## src/rtl/app_lock_controller.sv

```systemverilog
// app_lock_controller
//   Sequencing controller for a 4-digit BCD PIN lock. Collects keypad digits into an
//   entry buffer, checks them against the stored PIN, holds a timed unlock window,
//   counts consecutive failures with a timed lockout, and allows a PIN change while
//   unlocked. All outputs are registered.
//
// Ports
//   i_clk          system clock, rising edge
//   i_reset        synchronous active-low reset
//   i_key_valid    one-cycle strobe, i_key_digit valid
//   i_key_digit    BCD digit 0..9
//   i_key_enter    one-cycle strobe, submit entry
//   i_key_clear    one-cycle strobe, discard entry / relock
//   i_change_req   one-cycle strobe, begin PIN change (unlocked only)
//   o_unlocked     access granted
//   o_locked_out   lockout active
//   o_error        one-cycle pulse on a rejected action or failed check
//   o_pin_changed  one-cycle pulse when a new PIN is committed
//   o_fail_count   consecutive failure count
//   o_state        FSM state: IDLE=0 ENTRY=1 CHECK=2 UNLOCKED=3 NEWPIN=4 LOCKOUT=5
module app_lock_controller #(
    parameter logic [15:0] DEFAULT_PIN    = 16'h1234,
    parameter int unsigned MAX_ATTEMPTS   = 3,
    parameter int unsigned UNLOCK_CYCLES  = 8,
    parameter int unsigned LOCKOUT_CYCLES = 16
) (
    input  logic       i_clk,
    input  logic       i_reset,
    input  logic       i_key_valid,
    input  logic [3:0] i_key_digit,
    input  logic       i_key_enter,
    input  logic       i_key_clear,
    input  logic       i_change_req,
    output logic       o_unlocked,
    output logic       o_locked_out,
    output logic       o_error,
    output logic       o_pin_changed,
    output logic [2:0] o_fail_count,
    output logic [2:0] o_state
);

    typedef enum logic [2:0] {
        StIdle     = 3'd0,
        StEntry    = 3'd1,
        StCheck    = 3'd2,
        StUnlocked = 3'd3,
        StNewpin   = 3'd4,
        StLockout  = 3'd5
    } state_t;

    localparam logic [7:0] UNLOCK_LOAD  = 8'(UNLOCK_CYCLES - 1);
    localparam logic [7:0] LOCKOUT_LOAD = 8'(LOCKOUT_CYCLES - 1);
    localparam logic [2:0] MAX_FAIL     = 3'(MAX_ATTEMPTS);

    state_t      r_state;
    logic [15:0] r_pin;
    logic [15:0] r_buf;
    logic [2:0]  r_count;
    logic [2:0]  r_fail;
    logic [7:0]  r_timer;
    logic        r_unlocked;
    logic        r_locked_out;
    logic        r_error;
    logic        r_pin_changed;

    state_t      w_state_d;
    logic [15:0] w_pin_d;
    logic [15:0] w_buf_d;
    logic [2:0]  w_count_d;
    logic [2:0]  w_fail_d;
    logic [7:0]  w_timer_d;
    logic        w_err_evt;
    logic        w_commit_evt;
    logic        w_digit_ok;
    logic        w_unlocked_d;
    logic        w_locked_out_d;
    logic        w_error_d;
    logic        w_pin_changed_d;

    // A digit is accepted only if it is BCD and the buffer is not yet full.
    assign w_digit_ok = (i_key_digit <= 4'd9) && (r_count != 3'd4);

    // State register (also holds the datapath and registered outputs).
    always_ff @(posedge i_clk) begin
        if (!i_reset) begin
            r_state       <= StIdle;
            r_pin         <= DEFAULT_PIN;
            r_buf         <= 16'h0000;
            r_count       <= 3'd0;
            r_fail        <= 3'd0;
            r_timer       <= 8'd0;
            r_unlocked    <= 1'b0;
            r_locked_out  <= 1'b0;
            r_error       <= 1'b0;
            r_pin_changed <= 1'b0;
        end else begin
            r_state       <= w_state_d;
            r_pin         <= w_pin_d;
            r_buf         <= w_buf_d;
            r_count       <= w_count_d;
            r_fail        <= w_fail_d;
            r_timer       <= w_timer_d;
            r_unlocked    <= w_unlocked_d;
            r_locked_out  <= w_locked_out_d;
            r_error       <= w_error_d;
            r_pin_changed <= w_pin_changed_d;
        end
    end

    // Next-state and datapath. Strobe priority: clear > enter > change > digit.
    always_comb begin
        w_state_d    = r_state;
        w_pin_d      = r_pin;
        w_buf_d      = r_buf;
        w_count_d    = r_count;
        w_fail_d     = r_fail;
        w_timer_d    = r_timer;
        w_err_evt    = 1'b0;
        w_commit_evt = 1'b0;

        case (r_state)
            StIdle, StEntry, StNewpin: begin
                if (i_key_clear) begin
                    if (r_state != StIdle) begin
                        w_buf_d   = 16'h0000;
                        w_count_d = 3'd0;
                    end
                    if (r_state == StEntry) w_state_d = StIdle;
                end else if (i_key_enter) begin
                    if (r_state == StIdle) begin
                        w_err_evt = 1'b1;
                    end else if (r_state == StEntry) begin
                        // Short entries are also judged in CHECK so they fail like a mismatch.
                        w_state_d = StCheck;
                    end else begin
                        if (r_count == 3'd4) begin
                            w_pin_d      = r_buf;
                            w_commit_evt = 1'b1;
                        end else begin
                            w_err_evt = 1'b1;
                        end
                        w_buf_d   = 16'h0000;
                        w_count_d = 3'd0;
                        w_state_d = StIdle;
                    end
                end else if (i_key_valid && !i_change_req) begin
                    if (w_digit_ok) begin
                        w_buf_d   = {r_buf[11:0], i_key_digit};
                        w_count_d = r_count + 3'd1;
                        if (r_state == StIdle) w_state_d = StEntry;
                    end else begin
                        w_err_evt = 1'b1;
                    end
                end
            end
            StCheck: begin
                w_buf_d   = 16'h0000;
                w_count_d = 3'd0;
                if ((r_count == 3'd4) && (r_buf == r_pin)) begin
                    w_state_d = StUnlocked;
                    w_fail_d  = 3'd0;
                    w_timer_d = UNLOCK_LOAD;
                end else begin
                    w_fail_d  = r_fail + 3'd1;
                    w_err_evt = 1'b1;
                    if (w_fail_d == MAX_FAIL) begin
                        w_state_d = StLockout;
                        w_timer_d = LOCKOUT_LOAD;
                    end else begin
                        w_state_d = StIdle;
                    end
                end
            end
            StUnlocked: begin
                if (i_key_clear) begin
                    w_state_d = StIdle;
                end else if (!i_key_enter && i_change_req) begin
                    w_state_d = StNewpin;
                    w_buf_d   = 16'h0000;
                    w_count_d = 3'd0;
                end else if (r_timer == 8'd0) begin
                    w_state_d = StIdle;
                end else begin
                    w_timer_d = r_timer - 8'd1;
                end
            end
            StLockout: begin
                if (r_timer == 8'd0) begin
                    w_fail_d  = 3'd0;
                    w_state_d = StIdle;
                end else begin
                    w_timer_d = r_timer - 8'd1;
                end
            end
            default: begin
                w_state_d = StIdle;
            end
        endcase
    end

    // Output decode from the next state so the registered outputs line up with it.
    always_comb begin
        w_unlocked_d    = (w_state_d == StUnlocked);
        w_locked_out_d  = (w_state_d == StLockout);
        w_error_d       = w_err_evt;
        w_pin_changed_d = w_commit_evt;
    end

    assign o_unlocked    = r_unlocked;
    assign o_locked_out  = r_locked_out;
    assign o_error       = r_error;
    assign o_pin_changed = r_pin_changed;
    assign o_fail_count  = r_fail;
    assign o_state       = r_state;

endmodule

```

## config.mk

```make
export PLATFORM = sky130hd
export DESIGN_NAME = app_lock_controller
export DESIGN_NICKNAME = d
export VERILOG_FILES = /design/src/rtl/app_lock_controller.sv
export SDC_FILE = /design/constraint.sdc
export NUM_CORES = 1
export LEC_CHECK = 0
export BUFFER_PORTS_ARGS = -buffer_cell sky130_fd_sc_hd__clkbuf_2
export CAP_MARGIN = 20
export CORE_UTILIZATION = 55
export CTS_CLUSTER_SIZE = 28
export DETAILED_ROUTE_END_ITERATION = 8
export PLACE_DENSITY = 0.74
export REMOVE_ABC_BUFFERS = 1
export SLEW_MARGIN = 10
export SYNTH_ARGS = -nofsm -noshare
export SYNTH_HDL_FRONTEND = slang
export SYNTH_SLANG_ARGS = --single-unit
```

## constraint.sdc

```tcl
create_clock -name i_clk -period 1.9 [get_ports i_clk]
set_input_delay 0.38 -clock i_clk [delete_from_list [all_inputs] [get_ports i_clk]]
set_output_delay 0.38 -clock i_clk [all_outputs]
set_load 0.005 [all_outputs]
```

==> results.toml, run 1 <==
[route]
viasPerCell = 5.62
vias = 2304
dr.pass1.iters = 4
drc = 0
first_iter_violations = 144
ant_nets = 0
wl_per_cell_um = 14.0
wl_mm = 5.75

[clock_network]
clk_latency_ns = 0.30
cts-htree-levels = 2
cts_buffer_depth = 2
numCtsBuffers = 5
cts_root_buffer = "clkbuf_8"
postCtsHoldBufs = 0
cts_setup_buffers = 0
clkTransAtPathRegs_ns = 0.10
cts_sinks = 53
cts_tree = "built"

[global_route]
grt_overflow = 0
antenna_found_initial = 0
grt_usage_pct = 23.2
grt_pass1_vias = 2096
grt_max_degree = 20
grt_pass1_wl_mm = 9.50

[die]
ios = 20
die_x_um = 73.0
rows = 25
fp.dieArea_um2 = 5320
start_util_pct = 57.9
die_height_um = 73.0
coreArea_um2 = 4790

[placement]
placed_area_um2 = 2990
dp_slack_ns = -0.154
dp.final_hpwl_mm = 4.18
globalplace.congestion = 0.906
port_buffers = 19

[synth]
synth.distinct_cells = 63
avgSynthCellArea_um2 = 8.82
yosys_warnings = 0
synthTopCellsByArea = "dfxtp_1, mux2i_1, nand2_1, xnor2_1, nor2_1"
ys.flop_type = "dfxtp_1"
yosys.cell_count.top_type = "dfxtp_1"
synth.largest_area_cell = "dfxtp_1"
ys_seq_area_share_pct = 38.3
synthTopCellsByCount = "dfxtp_1, nand2_1, nor2_1"
synthCells = 314
synth_top_area_share_pct = 38.3
async_flop_share_pct = 0
ys_seq_elements = 53
synth_edf_count = 0
synthesis.area_um2 = 2770

[timing]
clock.fmax_mhz = 553
final.setup.tns_ns = 0
slew_headroom_pct = 68.3
period_minus_slack_ns = 1.81
worst_pin_slew_ns = 0.475
fin_skew_ns = 0.00448
slew_viol_final = 0
final_hold_viol_count = 0
fin_ws_ns = 0.0928
whs_ns = 0.312
rsz0062_at_grt = "false"
fin_crit_sh_pct = 95.1
finalSetupViolCount = 0

[power]
seqPwrFrac_pct = 55.5
power_density_nw_per_um2 = 649
ir_drop_mv = 0.725
p_comb_share_pct = 6.7
switching_share_pct = 22.6
pwr-share-clk_pct = 37.8
power.internal_mw = 1.57
p_leak_nw = 1.27
netSwitchingPower_mw = 0.459

[flow_run]
max_cap_violations = 0

[finish]
final_nets = 358
antennaDiodeCount = 0
area_delta_synth_final_pct = 13.0
drive_above_1_share_pct = 22.4
final_area_um2 = 3130
fill_cells = 412
final_util_pct = 65.4

[critical_path]
endpoint_kind = "register"
required_ns = 2.09
critPathMaxFanout = 9
cp_data_arrival_time_ns = 1.99
worst-setup-path-type = "reg -> reg"
critPathLaunchType = "register"

[min_path]
hold_class = "in -> reg"

[status]
outcome = "finished clean"
power groups by stage:
stage          combinational (mW)  clock (mW)  sequential (mW)
4_1_cts                     0.132       0.785             1.13
5_1_grt                     0.146       0.831             1.13
3_5_place_dp                0.131           0             1.15
2_1_floorplan              0.0696           0             1.15
3_3_place_gp                0.129           0             1.15
6_report                    0.135       0.768             1.13
layout make-up:
| type | instances | area [um^2] | share of cell area [%] |
|---|---|---|---|
| multi-input combinational | 234 | 1560 | 49.7 |
| tap | 67 | 83.8 | 2.68 |
| sequential | 53 | 1060 | 34.0 |
| timing repair buffer | 37 | 272 | 8.67 |
| clock inverter | 3 | 43.8 | 1.40 |
| clock buffer | 5 | 68.8 | 2.20 |
| inverter | 11 | 41.3 | 1.32 |
flip-flops by register name (all words and copies together) (netlist names):
name           cells
r_count            3
o_fail_count       3
o_unlocked         1
r_pin             16
r_buf             16
o_locked_out       1
r_timer            8
o_error            1
o_state            3
o_pin_changed      1
stage by stage:
step | total power [mW] | instances
finish | 2.03 | 410
global route | 2.11 | 410
CTS | 2.04 | 410
detailed placement | 1.28 | 402
global placement | 1.28 | 402
floorplan | 1.22 | 298
kinds of logic (layout without fill, tap and decap cells):
logic type / count (synthesis) / in the layout / share of synthesized area, %
simple gates: 132 / 132 / 25.0
mux: 18 / 18 / 6.50
xor+xnor: 17 / 17 / 5.37
buf+inv: 27 / 56 / 6.28
compound gates: 61 / 61 / 15.8
flops: 53 / 53 / 38.3
fa+ha+maj: 6 / 6 / 2.71
what timing repair did:
item / CTS / global route
setup endpoints to repair: 1 / 29
hold endpoints to repair: 0 / 0
gates resized for setup: 1 / 9
critical path, cell delays in order, from the launching register on:
cell	delay (ns)
dfxtp_2	0.43
and2b_4	0.24
a32oi_1	0.34
a21oi_1	0.10
and3_4	0.21
nor3_1	0.29
a311oi_2	0.08
worst paths after layout:
| kind | start | end | slack (ns) | cells past startpoint |
|---|---|---|---|---|
| min | i_key_digit[0] | r_buf[0] | 0.31 | 3 |
| min reg2reg | r_pin[13] | r_pin[13] | 0.47 | 2 |
| max | o_state[2] | r_timer[1] | 0.09 | 6 |
| max reg2reg | o_state[2] | r_timer[1] | 0.09 | 6 |
layout by cell type, fill, tap and decap left out, drive strengths merged, types with 11 or more instances in the layout:
| master | instances |
|---|---|
| inv | 12 |
| a21oi | 25 |
| xnor2 | 16 |
| buf | 18 |
| nor2 | 37 |
| o21ai | 11 |
| dfxtp | 53 |
| mux2i | 18 |
| nand3 | 12 |
| clkbuf | 24 |
| nand2 | 44 |
layer usage:
layer  GRT usage, %  vias to the layer above  wire length [um]
met5              0                        -                 0
met4           7.63                        0                60
met3           4.70                        6               195
met2           40.1                       48              2920
met1           28.8                     1106              2570
li1               -                     1144                 -
No activity file was read; power rests on OpenSTA's default activity.
==> run 2, diff against run 1 <==
Settings changed: PLACE_DENSITY 0.74 to 0.81.
==> results.toml, run 2 (synthesis results as in run 1) <==
[critical_path]
cp_cell_sequence = "inv_1, ha_1, and4b_2, a21o_4, a21oi_4, nor3_1, a311oi_2"
path_buf_inv = 1
cpPeakStageDelay_ns = 0.39
cp_data_arrival_time_ns = 2.00
reg2reg_depth = 7
crit_family = "compound AO/OA/AOI/OAI gates"
critPathLaunchType = "register"
worst-path-stages = 7
critPathMaxFanout = 7
slowest_stage = "dfxtp_2"
endpoint_kind = "register"
required_ns = 2.13
worst-setup-path-type = "reg -> reg"

[clock_network]
post_cts_resize_count = 0
cts_root_buffer = "clkbuf_8"
numCtsBuffers = 5
postCtsHoldBufs = 0
clk_latency_ns = 0.31
cts_buffer_depth = 2
cts_setup_buffers = 0
cts_sinks = 53
cts-htree-levels = 2
clkTransAtPathRegs_ns = 0.10
cts_tree = "built"

[global_route]
grt_pass1_vias = 2309
grt_overflow = 0
grt_max_degree = 20
grt_pass1_wl_mm = 10.4
antenna_found_initial = 0
grt_usage_pct = 25.1

[timing]
clock.fmax_mhz = 564
fin_skew_ns = 0.0103
finalSetupViolCount = 0
fin_crit_sh_pct = 93.2
slew_viol_final = 0
whs_ns = 0.300
final_hold_viol_count = 0
rsz0062_at_grt = "false"
period_minus_slack_ns = 1.77
worst_pin_slew_ns = 0.402
slew_headroom_pct = 72.5

[route]
first_iter_violations = 180
viasPerCell = 5.72
wl_per_cell_um = 14.5
ant_nets = 0
vias = 2341
drc = 0
wl_mm = 5.94
dr.pass1.iters = 5

[power]
p_leak_nw = 1.26
ir_drop_mv = 0.498
design_power_total_mw = 1.95
power_density_nw_per_um2 = 624

[finish]
area_delta_synth_final_pct = 12.6
final_common_cell = "dfxtp_1"
final_area_um2 = 3120
final_cell_mix = "dfxtp_1, nand2_1, nor2_1"
top_regs = "r_buf (16), r_pin (16), r_timer (8)"
antennaDiodeCount = 0
final_nets = 357
drive_above_1_share_pct = 23.1

[die]
fp.dieArea_um2 = 5320
coreArea_um2 = 4790
start_util_pct = 57.9
die_x_um = 73.0
ios = 20
rows = 25
die_height_um = 73.0

[placement]
placed_area_um2 = 2980
dp.final_hpwl_mm = 4.22
port_buffers = 19
globalplace.congestion = 0.952

[min_path]
hold_class = "in -> reg"
holdPathStages = 3

[status]
outcome = "finished clean"

[flow_run]
max_cap_violations = 0
run 2: power by group:
part           switching [mW]  total (mW)  leakage [nW]  internal (mW)
Combinational          0.0763       0.133         0.786         0.0565
Sequential            0.00840        1.13         0.430           1.12
Clock                   0.386       0.687        0.0478          0.301
Total                   0.471        1.95          1.26           1.48
run 2: final timing paths:
path / startpoint / to / slack [ns]
max reg2reg: r_timer[0] / r_timer[1] / 0.13
max: r_timer[0] / r_timer[1] / 0.13
min: i_key_digit[0] / r_buf[0] / 0.30
min reg2reg: r_pin[6] / r_pin[6] / 0.47
run 2: layout make-up:
class / count / area (um^2)
clock buffer: 6 / 82.6
clock inverter: 2 / 16.3
fill: 415 / 1670
inverter: 11 / 41.3
multi-input combinational: 234 / 1570
sequential: 53 / 1070
tap: 67 / 83.8
timing repair buffer: 36 / 260
run 2: per-layer routing:
metal / up-vias / wire length (um) / GRT usage [%]
li1: 1149 / - / -
met1: 1113 / 2590 / 31.4
met2: 74 / 3020 / 44.0
met3: 5 / 272 / 4.28
met4: 0 / 50 / 8.28
met5: - / 0 / 0
run 2: through the flow:
step / utilization [%] / std cells / setup TNS (ns) / setup slack [ns]
floorplan: - / 298 / -7.25 / -0.390
global placement: 62.3 / 401 / -0.0160 / -0.0160
detailed placement: 62.3 / 401 / -0.0264 / -0.0264
CTS: 64.4 / 409 / 0 / 0.0269
global route: 65.2 / 409 / 0 / 0.00901
finish: 65.2 / 409 / 0 / 0.128
run 2: worst register-to-register path: stages, from the launching register on:
cell	delay, ns
dfxtp_2	0.39
inv_1	0.08
ha_1	0.20
and4b_2	0.26
a21o_4	0.27
a21oi_4	0.16
nor3_1	0.09
a311oi_2	0.23
